--- src/rtl/alu_rr_sched.sv ---
// alu_rr_sched: two requesters share one small ALU under round-robin arbitration.
// One operation in flight; IDLE -> EXEC -> RESP, result held until taken.
module alu_rr_sched #(
   parameter int unsigned DATA_W = 4,
   parameter int unsigned CNT_W  = 8
) (
   input  logic              clk,
   input  logic              rst_n,
   input  logic              req0_valid,
   output logic              req0_ready,
   input  logic [1:0]        req0_op,
   input  logic [DATA_W-1:0] req0_a,
   input  logic [DATA_W-1:0] req0_b,
   input  logic              req1_valid,
   output logic              req1_ready,
   input  logic [1:0]        req1_op,
   input  logic [DATA_W-1:0] req1_a,
   input  logic [DATA_W-1:0] req1_b,
   output logic              rsp0_valid,
   input  logic              rsp0_ready,
   output logic [DATA_W:0]   rsp0_data,
   output logic              rsp1_valid,
   input  logic              rsp1_ready,
   output logic [DATA_W:0]   rsp1_data,
   output logic              busy,
   output logic [CNT_W-1:0]  done_cnt
);

   localparam int unsigned RES_W = DATA_W + 1;

   localparam logic [1:0] IDLE = 2'd0;
   localparam logic [1:0] EXEC = 2'd1;
   localparam logic [1:0] RESP = 2'd2;

   localparam logic [1:0] OP_ADD = 2'd0;
   localparam logic [1:0] OP_AND = 2'd1;
   localparam logic [1:0] OP_XOR = 2'd2;

   logic [1:0]        state_q, state_d;
   logic              gnt_q, gnt_d;
   logic              ptr_q, ptr_d;
   logic [1:0]        op_q, op_d;
   logic [DATA_W-1:0] a_q, a_d;
   logic [DATA_W-1:0] b_q, b_d;
   logic [RES_W-1:0]  res_q, res_d;
   logic [CNT_W-1:0]  cnt_q, cnt_d;

   logic              any_valid_c;
   logic              gnt_c;
   logic              rsp_hs_c;
   logic [RES_W-1:0]  alu_c;

   // Grant selection: a lone requester wins, otherwise the priority pointer decides
   always_comb begin
      any_valid_c = req0_valid | req1_valid;
      gnt_c       = 1'b0;
      if (req0_valid && req1_valid) begin
         gnt_c = ptr_q;
      end else if (req1_valid) begin
         gnt_c = 1'b1;
      end
   end

   // ALU on the latched operands
   always_comb begin
      alu_c = '1;
      case (op_q)
         OP_ADD:  alu_c = RES_W'(a_q) + RES_W'(b_q);
         OP_AND:  alu_c = RES_W'(a_q & b_q);
         OP_XOR:  alu_c = RES_W'(a_q ^ b_q);
         default: alu_c = '1;
      endcase
   end

   // Next-state and datapath updates
   always_comb begin
      state_d  = state_q;
      gnt_d    = gnt_q;
      ptr_d    = ptr_q;
      op_d     = op_q;
      a_d      = a_q;
      b_d      = b_q;
      res_d    = res_q;
      cnt_d    = cnt_q;
      rsp_hs_c = (state_q == RESP) && (gnt_q ? rsp1_ready : rsp0_ready);
      case (state_q)
         IDLE: begin
            if (any_valid_c) begin
               state_d = EXEC;
               gnt_d   = gnt_c;
               op_d    = gnt_c ? req1_op : req0_op;
               a_d     = gnt_c ? req1_a  : req0_a;
               b_d     = gnt_c ? req1_b  : req0_b;
            end
         end
         EXEC: begin
            res_d   = alu_c;
            state_d = RESP;
         end
         RESP: begin
            if (rsp_hs_c) begin
               state_d = IDLE;
               cnt_d   = cnt_q + CNT_W'(1);
               ptr_d   = ~gnt_q;
            end
         end
         default: state_d = IDLE;
      endcase
   end

   // State and datapath registers
   always_ff @(posedge clk or negedge rst_n) begin
      if (!rst_n) begin
         state_q <= IDLE;
         gnt_q   <= 1'b0;
         ptr_q   <= 1'b0;
         op_q    <= 2'd0;
         a_q     <= '0;
         b_q     <= '0;
         res_q   <= '0;
         cnt_q   <= '0;
      end else begin
         state_q <= state_d;
         gnt_q   <= gnt_d;
         ptr_q   <= ptr_d;
         op_q    <= op_d;
         a_q     <= a_d;
         b_q     <= b_d;
         res_q   <= res_d;
         cnt_q   <= cnt_d;
      end
   end

   // Handshake outputs decoded from registered state
   always_comb begin
      req0_ready = (state_q == IDLE) && any_valid_c && !gnt_c;
      req1_ready = (state_q == IDLE) && any_valid_c &&  gnt_c;
      rsp0_valid = (state_q == RESP) && !gnt_q;
      rsp1_valid = (state_q == RESP) &&  gnt_q;
      rsp0_data  = rsp0_valid ? res_q : '0;
      rsp1_data  = rsp1_valid ? res_q : '0;
      busy       = (state_q != IDLE);
      done_cnt   = cnt_q;
   end

endmodule

--- config.mk ---
export PLATFORM = sky130hd
export DESIGN_NAME = alu_rr_sched
export DESIGN_NICKNAME = d
export VERILOG_FILES = /design/src/rtl/alu_rr_sched.sv
export SDC_FILE = /design/constraint.sdc
export NUM_CORES = 1
export LEC_CHECK = 0
export BUFFER_PORTS_ARGS = -buffer_cell sky130_fd_sc_hd__buf_4
export CAP_MARGIN = 20
export CORE_ASPECT_RATIO = 1.2
export CORE_MARGIN = 1
export CORE_UTILIZATION = 45
export CTS_CLUSTER_SIZE = 24
export DETAILED_ROUTE_END_ITERATION = 10
export HOLD_SLACK_MARGIN = 0.05
export PLACE_DENSITY = 0.75
export SLEW_MARGIN = 5
export SYNTH_ARGS = -nofsm -noshare
export SYNTH_HDL_FRONTEND = slang
export SYNTH_SLANG_ARGS = --single-unit
--- constraint.sdc ---
create_clock -name clk -period 1.6 [get_ports clk]
set_input_delay 0.16 -clock clk [delete_from_list [all_inputs] [get_ports clk]]
set_output_delay 0.16 -clock clk [all_outputs]
set_load 0.02 [all_outputs]
==> run_results.csv <==
group,metric,value,unit
setup_path,crit_required,1.44,ns
global_routing,antenna_found_initial,0,
setup_path,max_stage_delay,0.45,ns
power_and_ir_drop,pwr-share-seq,0.329,
yosys,syn_inst,145,
timing,hold_viol,0,
timing,tightestPinTransition,0.345,ns
floorplan,num_io_pins,49,
outcome,status,"finished with violations",
yosys,synthMuxAreaShare,0.0100,
timing,fin_ws,-0.00486,ns
outcome,violations,"setup timing",
final_layout,fill_cells,215,
cts,htreeDepth,1,
yosys,synth_seq_cells,27,
final_layout,drive_gt1_frac,0.372,
power_and_ir_drop,finalPower,3890,uW
yosys,yosysWarnings,0,
yosys,synth_top_cell_by_area,"dfrtp_1",
setup_path,crit_fanout,7,
cts,cts-root-buf,"clkbuf_4",
detailed_routing,drc,0,
final_layout,final_cell_mix,"buf_4 (52), dfrtp_1 (26), inv_1 (18)",
detailed_routing,drt-pass1-iter-count,7,
setup_path,worstReg2RegEnd,"res_q[1]$_DFFE_PN0N_",
setup_path,crit_type,"register to output pin",
place,pre_cts_slack,-0.108,ns
timing,setup_viol,1,
floorplan,core,0.00311,sq mm
flow_run,maxCapViolCount,0,
final_layout,fin_nets,255,
final_layout,final_common_cell,"buf_4",
setup_path,crit_slowest_cell,"dfrtp_1",
power_and_ir_drop,p_leak,0.00111,uW
setup_path,endpoint_kind,"output pin",
worst_hold_path,hold_depth,3,
yosys,synth-compound-area-share,0.152,
cts,worstSkewPairLatency,0.33,ns
worst_hold_path,worstHoldStart,"req0_op[1]",
cts,clock_path_buffers,2,
setup_path,crit_buf_inv,1,
power_and_ir_drop,pwr-share-clk,0.078,
setup_path,r2r_cells,6,
timing,fin_skew,0.00415,ns
cts,clk_pin_slew,0.14,ns
floorplan,die_height,65.2,um
yosys,netlist_area,0.00150,sq mm
final_layout,antenna_cells,0,
detailed_routing,num_vias,1377,
detailed_routing,post_drt_wl_per_cell,14.5,um
global_routing,overflow,0,
setup_path,path_delay_family,"simple AND/OR/NAND/NOR gates",
setup_path,crit_chain,"nand2b_4 -> nor2_4 -> and2_1 -> buf_4",
place,globalplace.congestion,0.786,
yosys,synth_fa_ha_area_frac,0.0885,
cts,numCtsBuffers,3,
yosys,ys_seq_area_frac,0.451,
yosys,synth_top_area_share,0.451,
floorplan,die_w,54.7,um
timing,period_share,1.00,
setup_path,arrival,1.44,ns
setup_path,worst_setup_path_start_kind,"register",
timing,totalNegativeSetupSlack,-0.00486,ns
setup_path,rrSetupSlack,0.05,ns
power_and_ir_drop,power_density,1770,mW/mm^2
global_routing,grt_usage,0.240,
timing,fin_hold_ws,0.0571,ns
timing,fmax,623,MHz
place,dp_hpwl,2.61,mm
detailed_routing,ant_nets,0,
setup_path,rr_startpoint,"b_q[0]$_DFFE_PN0P_",
timing,slew_headroom,0.770,
floorplan,initial_utilization,0.482,
yosys,syn_nets,181,
worst_hold_path,hold_path.class,"primary input to register",
global_routing,grt_pass1_vias,1365,
yosys,yosys.area_share.simple,0.186,
place,portBuffers,48,
detailed_routing,drt-total-wl,3.69,mm
final_layout,area_growth,46.8,%
global_routing,grt_max_degree,28,
global_routing,grt_pass1_wl,6.11,mm
worst_hold_path,min_to,"op_q[1]$_DFFE_PN0P_",
yosys,synthXorXnorAreaFrac,0.0467,
power_and_ir_drop,p_sw_frac,0.433,
yosys,avgSynthCellArea,10.3,sq um
yosys,synth_top_family_by_area,"simple AND/OR/NAND/NOR gates",
timing,rsz0062_at_grt,"true",
detailed_routing,drtIter0Drc,120,
yosys,yosys-top-cells-area,"dfrtp_1 (45%), ha_1 (7.5%), a222oi_1 (6.7%)",
yosys,synth_cell_types,38,
floorplan,dieArea,0.00357,sq mm
detailed_routing,viasPerCell,5.42,
floorplan,placementRows,22,
power_and_ir_drop,peakVddDrop,1.26,mV
cts,cts_tree,"yes",
power_and_ir_drop,internal-power,2210,uW
timing,period_minus_slack,1.60,ns
power_and_ir_drop,p_switching,1690,uW
cts,clock-sinks,27,
power_and_ir_drop,power.share.combinational,0.593,
timing,slew_viol_final,0,
[through the flow]
| stage | area (sq um) | util | cells |
|---|---|---|---|
| floorplan | 1500 | - | 145 |
| global placement | 1910 | 0.613 | 229 |
| detailed placement | 1910 | 0.613 | 229 |
| CTS | 2140 | 0.687 | 249 |
| global route | 2200 | 0.708 | 254 |
| finish | 2200 | 0.708 | 254 |
[logic make-up after synthesis]
kind of cell,count (synthesis)
AOI/OAI and AO/OA,29
muxes,1
DFF,27
and+or+nand+nor,47
adders and majority gates,10
xor gates and xnor gates,8
buffers and inverters,23
[cell usage after synthesis (all sizes together)]
library cell  count
nand3b            1
nor2             11
a211oi            1
inv              19
a22o              2
ha                9
nand2b            4
nand2            10
buf               3
dfrtp            27
a31oi             3
and2             10
xor2              3
nand4             1
o21ai             6
xnor2             5
nor3              2
nor4              1
a21o              1
mux2              1
a222oi           10
fa                1
nor2b             1
a2111oi           1
a21oi             2
and3              2
nand3             2
o21a              1
and2b             2
a221oi            2
clkbuf            1
[worst reg2reg max path: stages, from the launching register on]
cell       delay [ns]
dfrtp_1          0.39
ha_2             0.19
inv_2            0.04
fa_1             0.49
o21ai_2          0.06
a2111oi_2        0.20
nor2_1           0.08
[metal layers]
layer  wire length (um)  part of all wire  global-route usage
met2               2040              0.55               0.417
met3                161             0.044              0.0347
met1               1420              0.39               0.272
met4                 65             0.018               0.119
met5                  0                 0                   0
[power groups by stage]
| stage | Combinational (uW) | Clock, uW | Sequential (uW) |
|---|---|---|---|
| floorplan | 1330 | 0 | 1280 |
| global placement | 1940 | 0 | 1250 |
| detailed placement | 2030 | 0 | 1270 |
| CTS | 2170 | 315 | 1280 |
| global route | 2560 | 353 | 1320 |
| finish | 2310 | 305 | 1280 |
[flip-flops by register name, indices dropped and copies added, names as in the netlist]
name	count
a_q	4
b_q	4
done_cnt	8
gnt_q	1
op_q	2
ptr_q	1
res_q	5
state_q	2
[what timing repair did]
action / CTS / global route
buffers inserted: 0 / 5
setup endpoints to repair: 15 / 16
hold buffers: 16 / 0
hold endpoints to repair: 36 / 0
gates resized for setup: 14 / 9
pin swaps: 5 / 6
[worst max-delay path by stage]
stage	start	to	slack, ns	cells past startpoint
CTS	state_q[0]$_DFFE_PN0P_	rsp0_data[1]	-0.03	4
global placement	a_q[0]$_DFFE_PN0P_	res_q[1]$_DFFE_PN0N_	0.002	6
finish	state_q[0]$_DFFE_PN0P_	rsp0_data[1]	-0.005	4
global route	state_q[0]$_DFFE_PN0P_	rsp0_data[4]	-0.1	4
floorplan	a_q[0]$_DFFE_PN0P_	res_q[1]$_DFFE_PN0N_	0.02	6
detailed placement	b_q[0]$_DFFE_PN0P_	res_q[1]$_DFFE_PN0N_	-0.11	6
[cell type report]
class / count / area [sq um] / area share
clock buffers: 4 / 26.3 / 0.0119
inverters: 19 / 71.3 / 0.0324
multi-input cells: 95 / 774 / 0.352
flip-flops and latches: 27 / 677 / 0.308
well taps: 36 / 45.0 / 0.0205
repair buffers: 73 / 607 / 0.276
No activity file was read; power rests on OpenSTA's default activity.
